==> src/rtl/getir2_pkg.sv <==
// getir2_pkg: shared constants and helpers for the fetch-2 stage.
//   PS_BIT_VARSAYILAN / BUYRUK_BIT_VARSAYILAN : default PC / instruction widths
//   GETIR2_DERINLIK                           : default internal FIFO depth
//   BELLEK_BASLANGIC                          : reset PC of the core
//   sayac_bit(d)                              : width of a 0..d occupancy counter
package getir2_pkg;
  localparam int          PS_BIT_VARSAYILAN     = 32;
  localparam int          BUYRUK_BIT_VARSAYILAN = 32;
  localparam int          GETIR2_DERINLIK       = 4;
  localparam logic [31:0] BELLEK_BASLANGIC      = 32'h8000_0000;

  // Counter width able to hold 0..d inclusive.
  function automatic int sayac_bit(input int d);
    return $clog2(d) + 1;
  endfunction
endpackage

==> src/rtl/getir2_if.sv <==
// getir2_if: fetch-1 / L1B / decode signals seen by the fetch-2 stage.
//   slave  : getir2 side (PC and word in, pair out)
//   master : environment side (fetch-1, L1B and decode models)
// GETIR2_HATA_DENETIM_EN adds l1b_hata_i / coz_hata_o.
interface getir2_if #(
  parameter int PS_BIT     = 32,
  parameter int BUYRUK_BIT = 32
);
  logic                  g1_istek_yapildi_i;
  logic [PS_BIT-1:0]     g1_ps_i;
  logic                  g1_ps_gecerli_i;
  logic                  g1_ps_hazir_o;
  logic [BUYRUK_BIT-1:0] l1b_buyruk_i;
  logic                  l1b_buyruk_gecerli_i;
  logic                  cek_bosalt_i;
  logic [PS_BIT-1:0]     coz_ps_o;
  logic [BUYRUK_BIT-1:0] coz_buyruk_o;
  logic                  coz_gecerli_o;
  logic                  coz_hazir_i;
`ifdef GETIR2_HATA_DENETIM_EN
  logic                  l1b_hata_i;
  logic                  coz_hata_o;
`endif

  modport slave (
    input  g1_istek_yapildi_i, g1_ps_i, g1_ps_gecerli_i,
    input  l1b_buyruk_i, l1b_buyruk_gecerli_i, cek_bosalt_i, coz_hazir_i,
`ifdef GETIR2_HATA_DENETIM_EN
    input  l1b_hata_i,
    output coz_hata_o,
`endif
    output g1_ps_hazir_o, coz_ps_o, coz_buyruk_o, coz_gecerli_o
  );

  modport master (
    output g1_istek_yapildi_i, g1_ps_i, g1_ps_gecerli_i,
    output l1b_buyruk_i, l1b_buyruk_gecerli_i, cek_bosalt_i, coz_hazir_i,
`ifdef GETIR2_HATA_DENETIM_EN
    output l1b_hata_i,
    input  coz_hata_o,
`endif
    input  g1_ps_hazir_o, coz_ps_o, coz_buyruk_o, coz_gecerli_o
  );
endinterface

==> src/rtl/getir2_fifo.sv <==
// getir2_fifo: synchronous FIFO with registered storage and a head that is
// read straight from storage (no combinational path from the write side).
//   clk_i, rst_i  : clock, async active-high reset (storage cleared too)
//   temizle_i     : synchronous clear, wins over push/pop
//   yaz_i/yaz_veri_i : push
//   oku_i         : pop (caller only pops when non-empty)
//   bas_o         : head entry
//   sayac_o, bos_o, dolu_o : occupancy, empty, full
module getir2_fifo
  import getir2_pkg::*;
#(
  parameter int W = 32,
  parameter int D = 4
) (
  input  logic                    clk_i,
  input  logic                    rst_i,
  input  logic                    temizle_i,
  input  logic                    yaz_i,
  input  logic [W-1:0]            yaz_veri_i,
  input  logic                    oku_i,
  output logic [W-1:0]            bas_o,
  output logic [sayac_bit(D)-1:0] sayac_o,
  output logic                    bos_o,
  output logic                    dolu_o
);
  localparam int AW = $clog2(D);
  localparam int CW = sayac_bit(D);

  logic [D-1:0][W-1:0] mem_q, mem_d;
  logic [AW-1:0]       yaz_ptr_q, yaz_ptr_d;
  logic [AW-1:0]       oku_ptr_q, oku_ptr_d;
  logic [CW-1:0]       sayac_q, sayac_d;

  always_comb begin
    mem_d     = mem_q;
    yaz_ptr_d = yaz_ptr_q;
    oku_ptr_d = oku_ptr_q;
    sayac_d   = sayac_q;
    if (temizle_i) begin
      yaz_ptr_d = '0;
      oku_ptr_d = '0;
      sayac_d   = '0;
    end else begin
      if (yaz_i) begin
        mem_d[yaz_ptr_q] = yaz_veri_i;
        yaz_ptr_d        = yaz_ptr_q + AW'(1);
      end
      if (oku_i) oku_ptr_d = oku_ptr_q + AW'(1);
      sayac_d = sayac_q + CW'(yaz_i) - CW'(oku_i);
    end
  end

  always_ff @(posedge clk_i or posedge rst_i) begin
    if (rst_i) begin
      mem_q     <= '0;
      yaz_ptr_q <= '0;
      oku_ptr_q <= '0;
      sayac_q   <= '0;
    end else begin
      mem_q     <= mem_d;
      yaz_ptr_q <= yaz_ptr_d;
      oku_ptr_q <= oku_ptr_d;
      sayac_q   <= sayac_d;
    end
  end

  assign bas_o   = mem_q[oku_ptr_q];
  assign sayac_o = sayac_q;
  assign bos_o   = (sayac_q == '0);
  assign dolu_o  = (sayac_q == CW'(D));

  a_bos_okuma: assert property (@(posedge clk_i) disable iff (rst_i)
    !(oku_i && bos_o && !temizle_i))
    else $fatal(1, "getir2_fifo: pop while empty");
endmodule

==> src/rtl/getir2.sv <==
// getir2: fetch stage 2. Pairs PCs issued by fetch-1 with the in-order words
// returned by L1B and hands the pairs to decode over valid/ready.
//   clk_i, rst_i : clock, async active-high reset
//   bus (slave)  : g1_* PC input with ready, l1b_* response input (never
//                  stalled), cek_bosalt_i redirect, coz_* pair output
// Optional macro GETIR2_HATA_DENETIM_EN: stores l1b_hata_i with each word and
// drives coz_hata_o (stored fault or misaligned PC).
module getir2
  import getir2_pkg::*;
#(
  parameter int PS_BIT     = PS_BIT_VARSAYILAN,
  parameter int BUYRUK_BIT = BUYRUK_BIT_VARSAYILAN,
  parameter int DERINLIK   = GETIR2_DERINLIK
) (
  input  logic     clk_i,
  input  logic     rst_i,
  getir2_if.slave  bus
);
  localparam int CW = sayac_bit(DERINLIK);
`ifdef GETIR2_HATA_DENETIM_EN
  localparam int BW = BUYRUK_BIT + 1;
`else
  localparam int BW = BUYRUK_BIT;
`endif

  logic [CW-1:0] ucusta_q, ucusta_d;
  logic [CW-1:0] atilacak_q, atilacak_d;
  // One extra bit so an out-of-range update is visible before truncation.
  logic [CW:0]   ucusta_gen, atilacak_gen;

  logic              ps_yaz, b_yaz, cift_al;
  logic [PS_BIT-1:0] ps_bas;
  logic [BW-1:0]     b_bas, b_yaz_veri;
  logic [CW-1:0]     ps_sayac, b_sayac;
  logic              ps_bos, ps_dolu, b_bos, b_dolu;
  logic [CW+1:0]     doluluk;
  logic              hazir, gecerli;
  logic              yanit, yanit_at, yanit_say;

  assign yanit     = bus.l1b_buyruk_gecerli_i;
  assign yanit_at  = yanit && (atilacak_q != '0);
  assign yanit_say = yanit && !yanit_at;

  // Ready looks only at registered counts. Two slots of headroom: fetch-1
  // may hold one accepted-but-unpresented PC and have one more in flight.
  assign doluluk = {2'b00, ucusta_q} + {2'b00, ps_sayac} + {2'b00, b_sayac};
  assign hazir   = !rst_i && !bus.cek_bosalt_i && (doluluk <= (CW+2)'(DERINLIK-2));

  assign ps_yaz  = bus.g1_ps_gecerli_i && hazir;
  assign b_yaz   = yanit_say && !bus.cek_bosalt_i;
  assign gecerli = !ps_bos && !b_bos && !bus.cek_bosalt_i;
  assign cift_al = gecerli && bus.coz_hazir_i;

`ifdef GETIR2_HATA_DENETIM_EN
  assign b_yaz_veri = {bus.l1b_hata_i, bus.l1b_buyruk_i};
`else
  assign b_yaz_veri = bus.l1b_buyruk_i;
`endif

  getir2_fifo #(.W(PS_BIT), .D(DERINLIK)) u_ps_fifo (
    .clk_i      (clk_i),
    .rst_i      (rst_i),
    .temizle_i  (bus.cek_bosalt_i),
    .yaz_i      (ps_yaz),
    .yaz_veri_i (bus.g1_ps_i),
    .oku_i      (cift_al),
    .bas_o      (ps_bas),
    .sayac_o    (ps_sayac),
    .bos_o      (ps_bos),
    .dolu_o     (ps_dolu)
  );

  getir2_fifo #(.W(BW), .D(DERINLIK)) u_buyruk_fifo (
    .clk_i      (clk_i),
    .rst_i      (rst_i),
    .temizle_i  (bus.cek_bosalt_i),
    .yaz_i      (b_yaz),
    .yaz_veri_i (b_yaz_veri),
    .oku_i      (cift_al),
    .bas_o      (b_bas),
    .sayac_o    (b_sayac),
    .bos_o      (b_bos),
    .dolu_o     (b_dolu)
  );

  always_comb begin
    ucusta_gen   = {1'b0, ucusta_q} + (CW+1)'(bus.g1_istek_yapildi_i) - (CW+1)'(yanit_say);
    atilacak_gen = {1'b0, atilacak_q} - (CW+1)'(yanit_at);
    if (bus.cek_bosalt_i) begin
      // Everything still in flight becomes garbage. This cycle's response
      // consumes one of those, whether it was already owed to atilacak or
      // counted in ucusta. A request issued now belongs to the new stream.
      atilacak_gen = {1'b0, atilacak_q} + {1'b0, ucusta_q} - (CW+1)'(yanit);
      ucusta_gen   = (CW+1)'(bus.g1_istek_yapildi_i);
    end
    ucusta_d   = ucusta_gen[CW-1:0];
    atilacak_d = atilacak_gen[CW-1:0];
  end

  always_ff @(posedge clk_i or posedge rst_i) begin
    if (rst_i) begin
      ucusta_q   <= '0;
      atilacak_q <= '0;
    end else begin
      ucusta_q   <= ucusta_d;
      atilacak_q <= atilacak_d;
    end
  end

  assign bus.g1_ps_hazir_o = hazir;
  assign bus.coz_gecerli_o = gecerli;
  assign bus.coz_ps_o      = ps_bas;
  assign bus.coz_buyruk_o  = b_bas[BUYRUK_BIT-1:0];
`ifdef GETIR2_HATA_DENETIM_EN
  assign bus.coz_hata_o    = b_bas[BUYRUK_BIT] || (ps_bas[1:0] != 2'b00);
`endif

  a_ucusta: assert property (@(posedge clk_i) disable iff (rst_i) !ucusta_gen[CW])
    else $fatal(1, "getir2: ucusta out of range");
  a_atilacak: assert property (@(posedge clk_i) disable iff (rst_i) !atilacak_gen[CW])
    else $fatal(1, "getir2: atilacak out of range");
  a_b_tasma: assert property (@(posedge clk_i) disable iff (rst_i) !(b_yaz && b_dolu && !cift_al))
    else $fatal(1, "getir2: buyruk fifo overflow");
  a_ps_tasma: assert property (@(posedge clk_i) disable iff (rst_i) !(ps_yaz && ps_dolu && !cift_al))
    else $fatal(1, "getir2: ps fifo overflow");
endmodule

==> src/flat_wrapper.sv <==
// flat-port wrapper written by rule: the top's interface ports become plain ports
module getir2_flat import getir2_pkg::*;
#(
  parameter int PS_BIT     = PS_BIT_VARSAYILAN,
  parameter int BUYRUK_BIT = BUYRUK_BIT_VARSAYILAN,
  parameter int DERINLIK   = GETIR2_DERINLIK
)
  (clk_i, rst_i, bus_g1_istek_yapildi_i, bus_g1_ps_i, bus_g1_ps_gecerli_i, bus_l1b_buyruk_i, bus_l1b_buyruk_gecerli_i, bus_cek_bosalt_i, bus_coz_hazir_i, bus_g1_ps_hazir_o, bus_coz_ps_o, bus_coz_buyruk_o, bus_coz_gecerli_o);
  getir2_if #(.PS_BIT(PS_BIT), .BUYRUK_BIT(BUYRUK_BIT)) bus_i ();
  input  logic clk_i;
  input  logic rst_i;
  input wire logic [$bits(bus_i.g1_istek_yapildi_i)-1:0] bus_g1_istek_yapildi_i;
  input wire logic [$bits(bus_i.g1_ps_i)-1:0] bus_g1_ps_i;
  input wire logic [$bits(bus_i.g1_ps_gecerli_i)-1:0] bus_g1_ps_gecerli_i;
  input wire logic [$bits(bus_i.l1b_buyruk_i)-1:0] bus_l1b_buyruk_i;
  input wire logic [$bits(bus_i.l1b_buyruk_gecerli_i)-1:0] bus_l1b_buyruk_gecerli_i;
  input wire logic [$bits(bus_i.cek_bosalt_i)-1:0] bus_cek_bosalt_i;
  input wire logic [$bits(bus_i.coz_hazir_i)-1:0] bus_coz_hazir_i;
  output wire logic [$bits(bus_i.g1_ps_hazir_o)-1:0] bus_g1_ps_hazir_o;
  output wire logic [$bits(bus_i.coz_ps_o)-1:0] bus_coz_ps_o;
  output wire logic [$bits(bus_i.coz_buyruk_o)-1:0] bus_coz_buyruk_o;
  output wire logic [$bits(bus_i.coz_gecerli_o)-1:0] bus_coz_gecerli_o;
  assign bus_i.g1_istek_yapildi_i = bus_g1_istek_yapildi_i;
  assign bus_i.g1_ps_i = bus_g1_ps_i;
  assign bus_i.g1_ps_gecerli_i = bus_g1_ps_gecerli_i;
  assign bus_i.l1b_buyruk_i = bus_l1b_buyruk_i;
  assign bus_i.l1b_buyruk_gecerli_i = bus_l1b_buyruk_gecerli_i;
  assign bus_i.cek_bosalt_i = bus_cek_bosalt_i;
  assign bus_i.coz_hazir_i = bus_coz_hazir_i;
  assign bus_g1_ps_hazir_o = bus_i.g1_ps_hazir_o;
  assign bus_coz_ps_o = bus_i.coz_ps_o;
  assign bus_coz_buyruk_o = bus_i.coz_buyruk_o;
  assign bus_coz_gecerli_o = bus_i.coz_gecerli_o;
  getir2 #(.PS_BIT(PS_BIT), .BUYRUK_BIT(BUYRUK_BIT), .DERINLIK(DERINLIK)) u_core (.clk_i(clk_i), .rst_i(rst_i), .bus(bus_i));
endmodule
==> config.mk <==
export PLATFORM = sky130hd
export DESIGN_NAME = getir2_flat
export DESIGN_NICKNAME = d
export VERILOG_FILES = /design/src/rtl/getir2_pkg.sv /design/src/rtl/getir2_if.sv /design/src/rtl/getir2_fifo.sv /design/src/rtl/getir2.sv /design/src/flat_wrapper.sv
export SDC_FILE = /design/constraint.sdc
export NUM_CORES = 1
export LEC_CHECK = 0
export CAP_MARGIN = 10
export CORE_MARGIN = 2
export CORE_UTILIZATION = 51
export CTS_CLUSTER_SIZE = 25
export DETAILED_ROUTE_END_ITERATION = 16
export GPL_ROUTABILITY_DRIVEN = 0
export PLACE_DENSITY = 0.76
export SLEW_MARGIN = 20
export SYNTH_ARGS = -nofsm -noshare
export SYNTH_HDL_FRONTEND = slang
export SYNTH_SLANG_ARGS = --single-unit
==> constraint.sdc <==
create_clock -name clk_i -period 9.79 [get_ports clk_i]
set_input_delay 2.937 -clock clk_i [delete_from_list [all_inputs] [get_ports clk_i]]
set_output_delay 2.937 -clock clk_i [all_outputs]
set_load 0.01 [all_outputs]
==> reports/qor.yml <==
job:
  cap_violations: 0
setup_path:
  crit_start: "bus_cek_bosalt_i"
  regToRegSetupSlack_ns: 5.69
  crit_required_ns: 6.85
  crit_type: "in -> out"
  r2r-start: "u_core.u_ps_fifo.sayac_o[0]$_DFF_PP0_"
  startpoint_type: "primary input"
  crit_arrival_ns: 5.38
  path_max_fanout: 26
  end_kind: "primary output"
  worstRegToRegCells: 15
  reg2reg_to: "u_core.u_ps_fifo.sayac_o[2]$_DFF_PP0_"
clock_network:
  clockBufferDepth: 3
  post_cts_buffers: 0
  clkTransAtPathRegs_ns: 0.06
  cts.repair.resized: 0
  cts.htree.levels: 1
  cts_hold_buf: 0
  cts_sinks: 276
  cts_buffers: 30
  clk_latency_ns: 0.54
  cts_tree: "done"
  clockRootBuffer: "clkbuf_16"
cells_and_area:
  multi_input_area_mm2: 0.00548
  finalCoreUtilization_pct: 63.0
  final_common_cell: "dfrtp_1"
  regArea_mm2: 0.00691
  antenna_cells: 0
  syn2layout_area_growth_pct: 20.8
  final_cell_mix: "dfrtp_1, mux2_2, clkdlybuf4s50_1"
  n_fill_cell: 1856
  fin_area_mm2: 0.0154
  drive_gt1_share_pct: 42.5
  nNetsFinal: 1001
sta:
  final.setup.tns_ns: 0
  final_max_slew_viol_count: 0
  min_period_ns: 8.32
  setup_violations: 0
  final_hold_viol_count: 0
  worst_pin_slew_ns: 0.930
  hold_slack_ns: 0.488
  period_share_pct: 85.0
  fmaxAchievable_ghz: 0.120
  skew_ns: 0.00741
  rsz0062_at_grt: "no"
  slew_headroom_pct: 37.1
die:
  rows: 57
  core_mm2: 0.0244
  initial_core_util_pct: 52.2
  die_w_um: 162
  die_h_um: 162
  ios: 137
  die_area_mm2: 0.0262
power:
  power.density_mw_per_mm2: 245
  power.leakage_uw: 0.00728
  fin_total_pwr_uw: 3770
  peakVddDrop_v: 0.000117
synthesis:
  ys_ff_latch: 276
  yosysTopAreaCellShare_pct: 54.2
  syn_area_mm2: 0.0127
  syn-mean-instance-area_um2: 16.7
  syn_inst: 761
  ys_warn_count: 0
  yosysSeqAreaShare_pct: 54.2
  synth_nets: 863
  yosysTopAreaCell: "dfrtp_1"
  synth_cell_type_count: 32
  synth_area_leaders: "dfrtp_1, mux2_2, mux4_2, mux2_4, ha_1"
drt:
  firstDrtPassIters: 4
  drc: 0
  final_antenna_net_count: 0
  routed_wl_mm: 24.6
  vias: 6853
  drt-initial-drc-count: 370
  wl_per_cell_um: 19.7
  via_per_inst: 5.50
place:
  hpwlAfterDp_mm: 14.7
  dpl-instance-area_mm2: 0.0144
  port_buffers: 136
min_path:
  hold_depth: 1
  hold-path-endpoint: "u_core.u_ps_fifo.mem_q[65]$_DFFE_PP0P_"
  holdCritStartpoint: "u_core.u_ps_fifo.mem_q[65]$_DFFE_PP0P_"
  hold_class: "reg -> reg"
global_route:
  grt_max_degree: 147
  grt_use_total_pct: 19.2
  antenna_found_initial: 0
  grt_pass1_wl_mm: 40.3
  grt_overflow_total: 0
  grt_pass1_vias: 7445
outcome:
  outcome: "finished, final reports clean"
-- cells in the mapped netlist (all sizes together) --
cell type / n
a21o: 1
a21oi: 2
a221oi: 1
a31o: 1
and2b: 1
and3: 1
buf: 32
clkbuf: 11
dfrtp: 276
fa: 6
ha: 25
inv: 21
mux2: 259
mux2i: 5
mux4: 64
nand2: 13
nand2b: 5
nand4: 1
nand4b: 4
nor2: 9
nor2b: 4
nor3: 3
nor4b: 2
o21ai: 1
o31a: 1
or4: 1
xnor2: 8
xor2: 3
-- power by group --
group | internal, uW | switching, uW
Clock | 712 | 449
Combinational | 682 | 375
Sequential | 1410 | 143
-- kinds of logic (layout without fill, tap and decap cells) --
group / count (synthesis) / count (layout) / synth area share (%)
AO/OA/AOI/OAI: 7 / 7 / 0.521
adder cells (fa/ha/maj): 31 / 31 / 3.40
buffers and inverters: 64 / 225 / 2.71
XOR/XNOR: 11 / 11 / 0.757
flip-flops: 276 / 276 / 54.2
AND/OR/NAND/NOR: 44 / 44 / 2.34
multiplexers: 328 / 328 / 36.0
-- critical path, stage by stage --
cell and delay [ns]:
clkdlybuf4s50_1 0.39, buf_4 0.22, or4_4 0.57, a221oi_4 0.48
and3_1 0.24, clkdlybuf4s50_1 0.53
-- metrics by stage --
step / worst slack (ns) / cells
after floorplan: 2.67 / 761
after global placement: 1.49 / 1191
after detailed placement: 1.47 / 1191
after CTS: 1.46 / 1246
after global routing: 1.35 / 1246
final: 1.47 / 1246
-- worst max path at each step --
| stage | slack [ns] | to | cells past startpoint |
|---|---|---|---|
| final | 1.47 | bus_g1_ps_hazir_o | 6 |
| after global routing | 1.35 | bus_g1_ps_hazir_o | 6 |
| after CTS | 1.46 | bus_g1_ps_hazir_o | 6 |
| after detailed placement | 1.47 | bus_g1_ps_hazir_o | 6 |
| after global placement | 1.49 | bus_g1_ps_hazir_o | 6 |
| after floorplan | 2.67 | bus_g1_ps_hazir_o | 3 |
-- routing by layer --
metal | up-vias | GRT usage, % | wire, um
li1 | 3065 | - | -
met1 | 3661 | 27.5 | 11200
met2 | 101 | 31.8 | 12100
met3 | 26 | 2.83 | 910
met4 | 0 | 3.90 | 352
met5 | - | 0 | 0
-- cell type report --
| cell class | instances | share of cell area (%) |
|---|---|---|
| clock buffers | 42 | 5.57 |
| inverters | 21 | 0.537 |
| flip-flops and latches | 276 | 44.9 |
| multi-input cells | 421 | 35.6 |
| repair buffers | 149 | 9.57 |
| well taps | 324 | 2.64 |
| clock inverters | 13 | 1.11 |
-- flip-flops by register name, summed over array words and instances, names as in the netlist --
signal and flops:
u_core.u_buyruk_fifo.sayac_o 3, u_core.u_ps_fifo.yaz_ptr_q 2, u_core.u_buyruk_fifo.oku_ptr_q 2, u_core.atilacak_q 3
u_core.ucusta_q 3, u_core.u_ps_fifo.mem_q 128, u_core.u_ps_fifo.sayac_o 3, u_core.u_buyruk_fifo.yaz_ptr_q 2
u_core.u_buyruk_fifo.mem_q 128, u_core.u_ps_fifo.oku_ptr_q 2
No activity file was read; power rests on OpenSTA's default activity.
